File: src/rtl/rggen_trigger_dispatcher_pkg.sv
// -----------------------------------------------------------------------------
// rggen_trigger_dispatcher_pkg
//
// Shared types for the trigger dispatcher and its round-robin selector.
//
// Contents:
//   state_e   - dispatcher FSM state (IDLE / ISSUE / WAIT), 2-bit encoded
// -----------------------------------------------------------------------------
package rggen_trigger_dispatcher_pkg;

  // IDLE : choose the next pending channel (if any)
  // ISSUE: command presented to the engine, waiting for i_cmd_ready
  // WAIT : command accepted, waiting for i_done (or timeout expiry)
  typedef enum logic [1:0] {
    ST_IDLE  = 2'd0,
    ST_ISSUE = 2'd1,
    ST_WAIT  = 2'd2
  } state_e;

endpackage : rggen_trigger_dispatcher_pkg

File: src/rtl/rggen_round_robin_selector.sv
// -----------------------------------------------------------------------------
// rggen_round_robin_selector
//
// Purely combinational round-robin pick: starting at last_grant_i + 1 and
// wrapping modulo CHANNELS, return the first asserted request bit.
//
// Ports:
//   request_i     [CHANNELS]     request vector
//   last_grant_i  [INDEX_WIDTH]  index granted most recently
//   found_o       [1]            at least one request is asserted
//   index_o       [INDEX_WIDTH]  selected index (0 when found_o is low)
// -----------------------------------------------------------------------------
module rggen_round_robin_selector #(
  parameter  int CHANNELS    = 4,
  localparam int INDEX_WIDTH = $clog2(CHANNELS)
) (
  input  logic [CHANNELS-1:0]    request_i,
  input  logic [INDEX_WIDTH-1:0] last_grant_i,
  output logic                   found_o,
  output logic [INDEX_WIDTH-1:0] index_o
);

  // Walk the channels in priority order; the first hit latches found_o and
  // masks every later candidate. The loop bound is static, so this unrolls
  // into a plain priority chain.
  always_comb begin
    int unsigned cand;
    // NOTE: every output of a combinational block gets a default before any
    // conditional assignment, otherwise the tool infers a latch to hold it.
    found_o = 1'b0;
    index_o = '0;
    cand    = 0;
    for (int off = 1; off <= CHANNELS; off++) begin
      cand = (int'(last_grant_i) + off) % CHANNELS;
      if (!found_o && request_i[INDEX_WIDTH'(cand)]) begin
        found_o = 1'b1;
        index_o = INDEX_WIDTH'(cand);
      end
    end
  end

endmodule : rggen_round_robin_selector

File: src/rtl/rggen_trigger_dispatcher.sv
// -----------------------------------------------------------------------------
// rggen_trigger_dispatcher
//
// Collects one-shot trigger pulses (one per channel, from write-trigger bit
// fields), latches them as pending, and dispatches them one at a time to a
// single shared engine over a valid/ready command handshake. After each
// accepted command it waits for i_done, optionally bounded by a timeout.
//
// Ports:
//   i_clk             clock
//   i_rst_n           asynchronous active-low reset
//   i_trigger         [CHANNELS]    single-cycle trigger pulses
//   o_cmd_valid       command request to the engine
//   i_cmd_ready       engine accepts command
//   o_cmd_index       [INDEX_WIDTH] channel being dispatched
//   i_done            engine completion pulse
//   o_busy            FSM not in IDLE
//   o_pending         [CHANNELS]    latched, not-yet-dispatched triggers
//   o_overflow        [CHANNELS]    sticky: trigger while already pending
//   i_overflow_clear  [CHANNELS]    per-channel clear for o_overflow
//   o_timeout         sticky timeout flag
//   i_timeout_clear   clear for o_timeout
// -----------------------------------------------------------------------------
module rggen_trigger_dispatcher
  import rggen_trigger_dispatcher_pkg::*;
#(
  parameter  int CHANNELS      = 4,
  parameter  int TIMEOUT       = 0,
  parameter  int TIMEOUT_WIDTH = 16,
  localparam int INDEX_WIDTH   = $clog2(CHANNELS)
) (
  input  logic                   i_clk,
  input  logic                   i_rst_n,
  input  logic [CHANNELS-1:0]    i_trigger,
  output logic                   o_cmd_valid,
  input  logic                   i_cmd_ready,
  output logic [INDEX_WIDTH-1:0] o_cmd_index,
  input  logic                   i_done,
  output logic                   o_busy,
  output logic [CHANNELS-1:0]    o_pending,
  output logic [CHANNELS-1:0]    o_overflow,
  input  logic [CHANNELS-1:0]    i_overflow_clear,
  output logic                   o_timeout,
  input  logic                   i_timeout_clear
);

  // Timeout is compiled out entirely when TIMEOUT == 0.
  localparam bit                     TO_EN   = (TIMEOUT > 0);
  localparam logic [TIMEOUT_WIDTH-1:0] TO_LAST =
    TIMEOUT_WIDTH'((TIMEOUT > 0) ? TIMEOUT - 1 : 0);
  // Last-grant starts at the top channel so channel 0 wins first after reset.
  localparam logic [INDEX_WIDTH-1:0]   LAST_GRANT_INIT = INDEX_WIDTH'(CHANNELS - 1);

  state_e                   state_q, state_d;
  logic [CHANNELS-1:0]      pending_q, pending_d;
  logic [CHANNELS-1:0]      overflow_q, overflow_d;
  logic [CHANNELS-1:0]      grant_clear;
  logic [INDEX_WIDTH-1:0]   index_q, index_d;
  logic [INDEX_WIDTH-1:0]   last_grant_q, last_grant_d;
  logic [INDEX_WIDTH-1:0]   sel_index;
  logic                     sel_found;
  logic                     handshake;
  logic                     timeout_expire;
  logic [TIMEOUT_WIDTH-1:0] count_q, count_d;
  logic                     timeout_q, timeout_d;

  // ---------------------------------------------------------------------------
  // Arbitration
  // ---------------------------------------------------------------------------
  rggen_round_robin_selector #(
    .CHANNELS (CHANNELS)
  ) u_selector (
    .request_i    (pending_q),
    .last_grant_i (last_grant_q),
    .found_o      (sel_found),
    .index_o      (sel_index)
  );

  // ---------------------------------------------------------------------------
  // Handshake / pending / overflow
  // ---------------------------------------------------------------------------
  assign handshake   = (state_q == ST_ISSUE) && i_cmd_ready;
  assign grant_clear = handshake ? (CHANNELS'(1) << index_q) : '0;

  // OR-ing the trigger in after the clear makes a trigger that lands in the
  // handshake cycle of its own channel re-arm it (set wins).
  assign pending_d = (pending_q & ~grant_clear) | i_trigger;

  // A retrigger in the handshake cycle opens a new pending period, so it is
  // not an overflow. Set takes priority over the W1C clear.
  assign overflow_d = (overflow_q & ~i_overflow_clear)
                    | (i_trigger & pending_q & ~grant_clear);

  // ---------------------------------------------------------------------------
  // Timeout: counter runs only in WAIT; i_done in the expiry cycle wins.
  // ---------------------------------------------------------------------------
  assign timeout_expire = TO_EN && (state_q == ST_WAIT) && !i_done
                       && (count_q == TO_LAST);

  always_comb begin
    count_d = count_q;
    if (handshake) begin
      count_d = '0;
    end else if (TO_EN && (state_q == ST_WAIT)) begin
      count_d = count_q + TIMEOUT_WIDTH'(1);
    end
  end

  assign timeout_d = timeout_expire | (timeout_q & ~i_timeout_clear);

  // ---------------------------------------------------------------------------
  // Index / last-grant tracking
  // ---------------------------------------------------------------------------
  // The index is latched only when leaving IDLE, so it stays frozen under any
  // amount of backpressure in ISSUE regardless of new triggers.
  always_comb begin
    index_d = index_q;
    if ((state_q == ST_IDLE) && sel_found) begin
      index_d = sel_index;
    end
  end

  assign last_grant_d = handshake ? index_q : last_grant_q;

  // ---------------------------------------------------------------------------
  // FSM: state register
  // ---------------------------------------------------------------------------
  // NOTE: sequential state is always written with non-blocking assignments so
  // every register samples its inputs from the same pre-edge values.
  always_ff @(posedge i_clk or negedge i_rst_n) begin
    if (!i_rst_n) begin
      state_q <= ST_IDLE;
    end else begin
      state_q <= state_d;
    end
  end

  // ---------------------------------------------------------------------------
  // FSM: next-state logic
  // ---------------------------------------------------------------------------
  always_comb begin
    state_d = state_q;
    unique case (state_q)
      ST_IDLE: begin
        if (sel_found) state_d = ST_ISSUE;
      end
      ST_ISSUE: begin
        // i_done is deliberately ignored here: no command is outstanding yet.
        if (i_cmd_ready) state_d = ST_WAIT;
      end
      ST_WAIT: begin
        if (i_done || timeout_expire) state_d = ST_IDLE;
      end
      default: state_d = ST_IDLE;
    endcase
  end

  // ---------------------------------------------------------------------------
  // FSM: output logic
  // ---------------------------------------------------------------------------
  always_comb begin
    o_cmd_valid = (state_q == ST_ISSUE);
    o_busy      = (state_q != ST_IDLE);
  end

  // ---------------------------------------------------------------------------
  // Datapath registers
  // ---------------------------------------------------------------------------
  // NOTE: all of these are control/status flops, not storage arrays, so each
  // one gets an explicit async reset value; an abandoned command must leave
  // nothing pending or flagged behind.
  always_ff @(posedge i_clk or negedge i_rst_n) begin
    if (!i_rst_n) begin
      pending_q    <= '0;
      overflow_q   <= '0;
      index_q      <= '0;
      last_grant_q <= LAST_GRANT_INIT;
      count_q      <= '0;
      timeout_q    <= 1'b0;
    end else begin
      pending_q    <= pending_d;
      overflow_q   <= overflow_d;
      index_q      <= index_d;
      last_grant_q <= last_grant_d;
      count_q      <= count_d;
      timeout_q    <= timeout_d;
    end
  end

  assign o_cmd_index = index_q;
  assign o_pending   = pending_q;
  assign o_overflow  = overflow_q;
  assign o_timeout   = timeout_q;

endmodule : rggen_trigger_dispatcher

File: config.mk
export PLATFORM = sky130hd
export DESIGN_NAME = rggen_trigger_dispatcher
export DESIGN_NICKNAME = d
export VERILOG_FILES = /design/src/rtl/rggen_trigger_dispatcher_pkg.sv /design/src/rtl/rggen_round_robin_selector.sv /design/src/rtl/rggen_trigger_dispatcher.sv
export SDC_FILE = /design/constraint.sdc
export NUM_CORES = 1
export LEC_CHECK = 0
export CAP_MARGIN = 20
export CORE_MARGIN = 8
export CORE_UTILIZATION = 30
export CTS_CLUSTER_SIZE = 40
export DETAILED_ROUTE_END_ITERATION = 12
export GPL_TIMING_DRIVEN = 1
export SYNTH_ARGS = -nofsm -noshare
export SYNTH_HDL_FRONTEND = slang
export SYNTH_HIERARCHICAL = 1
export SYNTH_SLANG_ARGS = --single-unit
export TNS_END_PERCENT = 100
File: constraint.sdc
create_clock -name i_clk -period 2.8 [get_ports i_clk]
set_input_delay 0.28 -clock i_clk [delete_from_list [all_inputs] [get_ports i_clk]]
set_output_delay 0.28 -clock i_clk [all_outputs]
set_load 0.02 [all_outputs]
==> summary.txt <==
Final TNS setup: 0 ns
Synth cell types: 27
Final worst path period need: 1.88 ns
CTS tree: yes
PortBufs: 25
Num CTS Buffers: 3
Max Cap Viol: 0
CP Class: flip-flop to output pin
Finished Cell Area: 1070 um2
Rel. slew slack: 54.4%
WL final: 1750 um
Pin count of the biggest net entering global routing: 16
Final Max Tran Viols: 0
Hold Path Class: input pin to async pin
WL/cell: 13.2 um
Worst vdd ir: 0.554 mV
CP Data Arrival Time: 1.60 ns
Initial core utilization: 31.3%
Tot GR Track Use: 8.74%
Setup violators final: 0
CTS H-tree depth: 1
Synth Instances: 74
Synth Net Count: 87
P&R area growth vs syn: 40.7%
Reg clk slew, reported paths: 0.08 ns
I/O pin cnt: 26
Worst-Margin Slew: 0.682 ns
Flop and latch count out of synthesis: 15
First-pass GRT wire length: 2950 um
Hold violation total from the final report: 0
Max Freq: 532 MHz
Post-CTS setup buffers: 0
Synth Warn #: 6
FF+latch area: 378 um2
Die H: 66.4 um
Fillcell total: 256
RePlAce Congestion: 0.707
Initial antenna violation count: 0
Max Root-Sink Buffers: 2
Outcome: finished clean
Die area: 4410 um2
Core Footprint: 2430 um2
1st-pass router iterations: 4
Post-Syn Area per Cell: 10.3 um2
Post-CTS Hold Buffers: 0
Crit. End Element: output pin
Root buf cell: clkbuf_4
Crit path required time: 2.52 ns
Detail Route Antenna Nets: 0
Clk sinks: 15
PD cells: 920 nW/um2
Clock skew: 0.00397 ns
Post-synth top area cell: dfrtp_1
Layout cells sized above 1: 13.7%
Vias per cell: 4.76
Core Rows: 18
Placed inst area: 1050 um2
RSZ-0062 raised after global routing: no
Startpoint class of the critical path: flip-flop
Die W: 66.4 um
Via count: 628
Diodes inserted: 0
Initial drt markers: 21
Top area cells in the synthesized netlist: dfrtp_1 (43%), nand2b_1 (7.4%), dfstp_2 (6.9%), nor2_1 (3.9%), o211ai_1 (3.9%)
Total gr overflow: 0
Final worst-path cycle share: 67.1%
Resize count post-CTS: 0
Post-DP HPWL: 1360 um
Max Fanout on Critical Path: 9
Share of the synthesized area in the top cell type: 42.7%
Multi-input logic area: 369 um2
Mapped Area: 762 um2
Clock Latency Late Sink: 0.28 ns
Leak: 0.438 nW
Sequential area share after synthesis: 49.6%
DR DRC count: 0
Final net count: 116
Vias in the first global route: 642
worst paths after layout:
check / start / end / slack [ns] / cells after the start
worst max-delay path: state_q[0] / o_busy / 0.92 / 2
worst min-delay path: i_rst_n / o_cmd_index[1] / 0.41 / 1
worst max register to register: o_pending[3] / o_cmd_index[1] / 1.41 / 4
worst min register to register: o_timeout / o_timeout / 0.51 / 1
max in group asynchronous: i_rst_n / o_overflow[1] / 1.95 / 1
min in group i_clk: o_timeout / o_timeout / 0.51 / 1
cell usage after synthesis (all sizes together):
cell     n
nor3b    1
o221ai   1
dfrtp   13
and4bb   1
a31oi    3
mux2     3
nand2    5
nor2     8
nand3b   3
o211ai   4
or2      1
a21o     1
mux2i    1
or2b     1
nor2b    1
and2b    2
dfstp    2
nand3    2
o21ai    1
and4b    1
buf      1
a21oi    6
inv      3
nand2b   9
registers in the layout, indices dropped and copies added, names as in the netlist:
register,count
o_overflow,4
state_q,2
o_cmd_index,2
last_grant_q,2
o_timeout,1
o_pending,4
metal layers:
| layer | global-route usage [%] | share of wire, % |
|---|---|---|
| met1 | 9.33 | 43 |
| met3 | 4.24 | 8.6 |
| met2 | 13.9 | 47 |
| met5 | 0 | 0 |
| met4 | 4.80 | 2.1 |
power by group:
group / switching, mW / internal, mW / total [mW]
sequential: 0.104 / 0.299 / 0.404
combinational: 0.202 / 0.263 / 0.465
clock: 0.0626 / 0.0552 / 0.118
total: 0.369 / 0.618 / 0.987
area by class of cell:
class / instances / share of cell area, %
Inverter: 3 / 1.05
Tap cell: 30 / 3.50
Clock buffer: 4 / 2.45
Multi-Input combinational cell: 55 / 34.4
Sequential cell: 15 / 35.2
Timing Repair Buffer: 25 / 23.3
layout by cell type, fill, tap and decap left out:
cell,n
a21o_1,1
a21oi_1,5
a21oi_2,1
a31oi_1,3
and2b_1,2
and4b_1,1
and4bb_2,1
clkbuf_1,1
clkbuf_4,3
clkdlybuf4s50_1,25
dfrtp_1,13
dfstp_2,2
inv_1,3
mux2_2,2
mux2_4,1
mux2i_1,1
nand2_1,5
nand2b_1,9
nand3_1,2
nand3b_1,2
nand3b_2,1
nor2_1,8
nor2b_1,1
nor3b_2,1
o211ai_1,4
o21ai_0,1
o221ai_2,1
or2_2,1
or2b_1,1
metrics by stage:
stage / power (mW) / hold slack [ns] / utilization (%) / instances / worst slack (ns)
CTS: 1.01 / 0.429 / 44.1 / 132 / 0.903
global placement: 0.867 / 0.491 / 43.0 / 128 / 1.25
global route: 1.06 / 0.454 / 44.1 / 132 / 0.856
detailed placement: 0.881 / 0.501 / 43.0 / 128 / 1.23
finish: 0.987 / 0.414 / 44.1 / 132 / 0.920
floorplan: 0.680 / -0.0156 / - / 74 / 1.46
critical path, stage by stage, from the launching register on:
cell,delay [ns]
dfrtp_1,0.47
or2_2,0.31
clkdlybuf4s50_1,0.55
kinds of logic after synthesis:
logic type,after synthesis,synth area share [%]
and+or+nand+nor,35,27.8
AOI/OAI and AO/OA,16,14.4
buffers and inverters,4,1.97
DFF,15,49.6
muxes,4,6.24
Note: power is estimated with default switching activity, not from simulation.
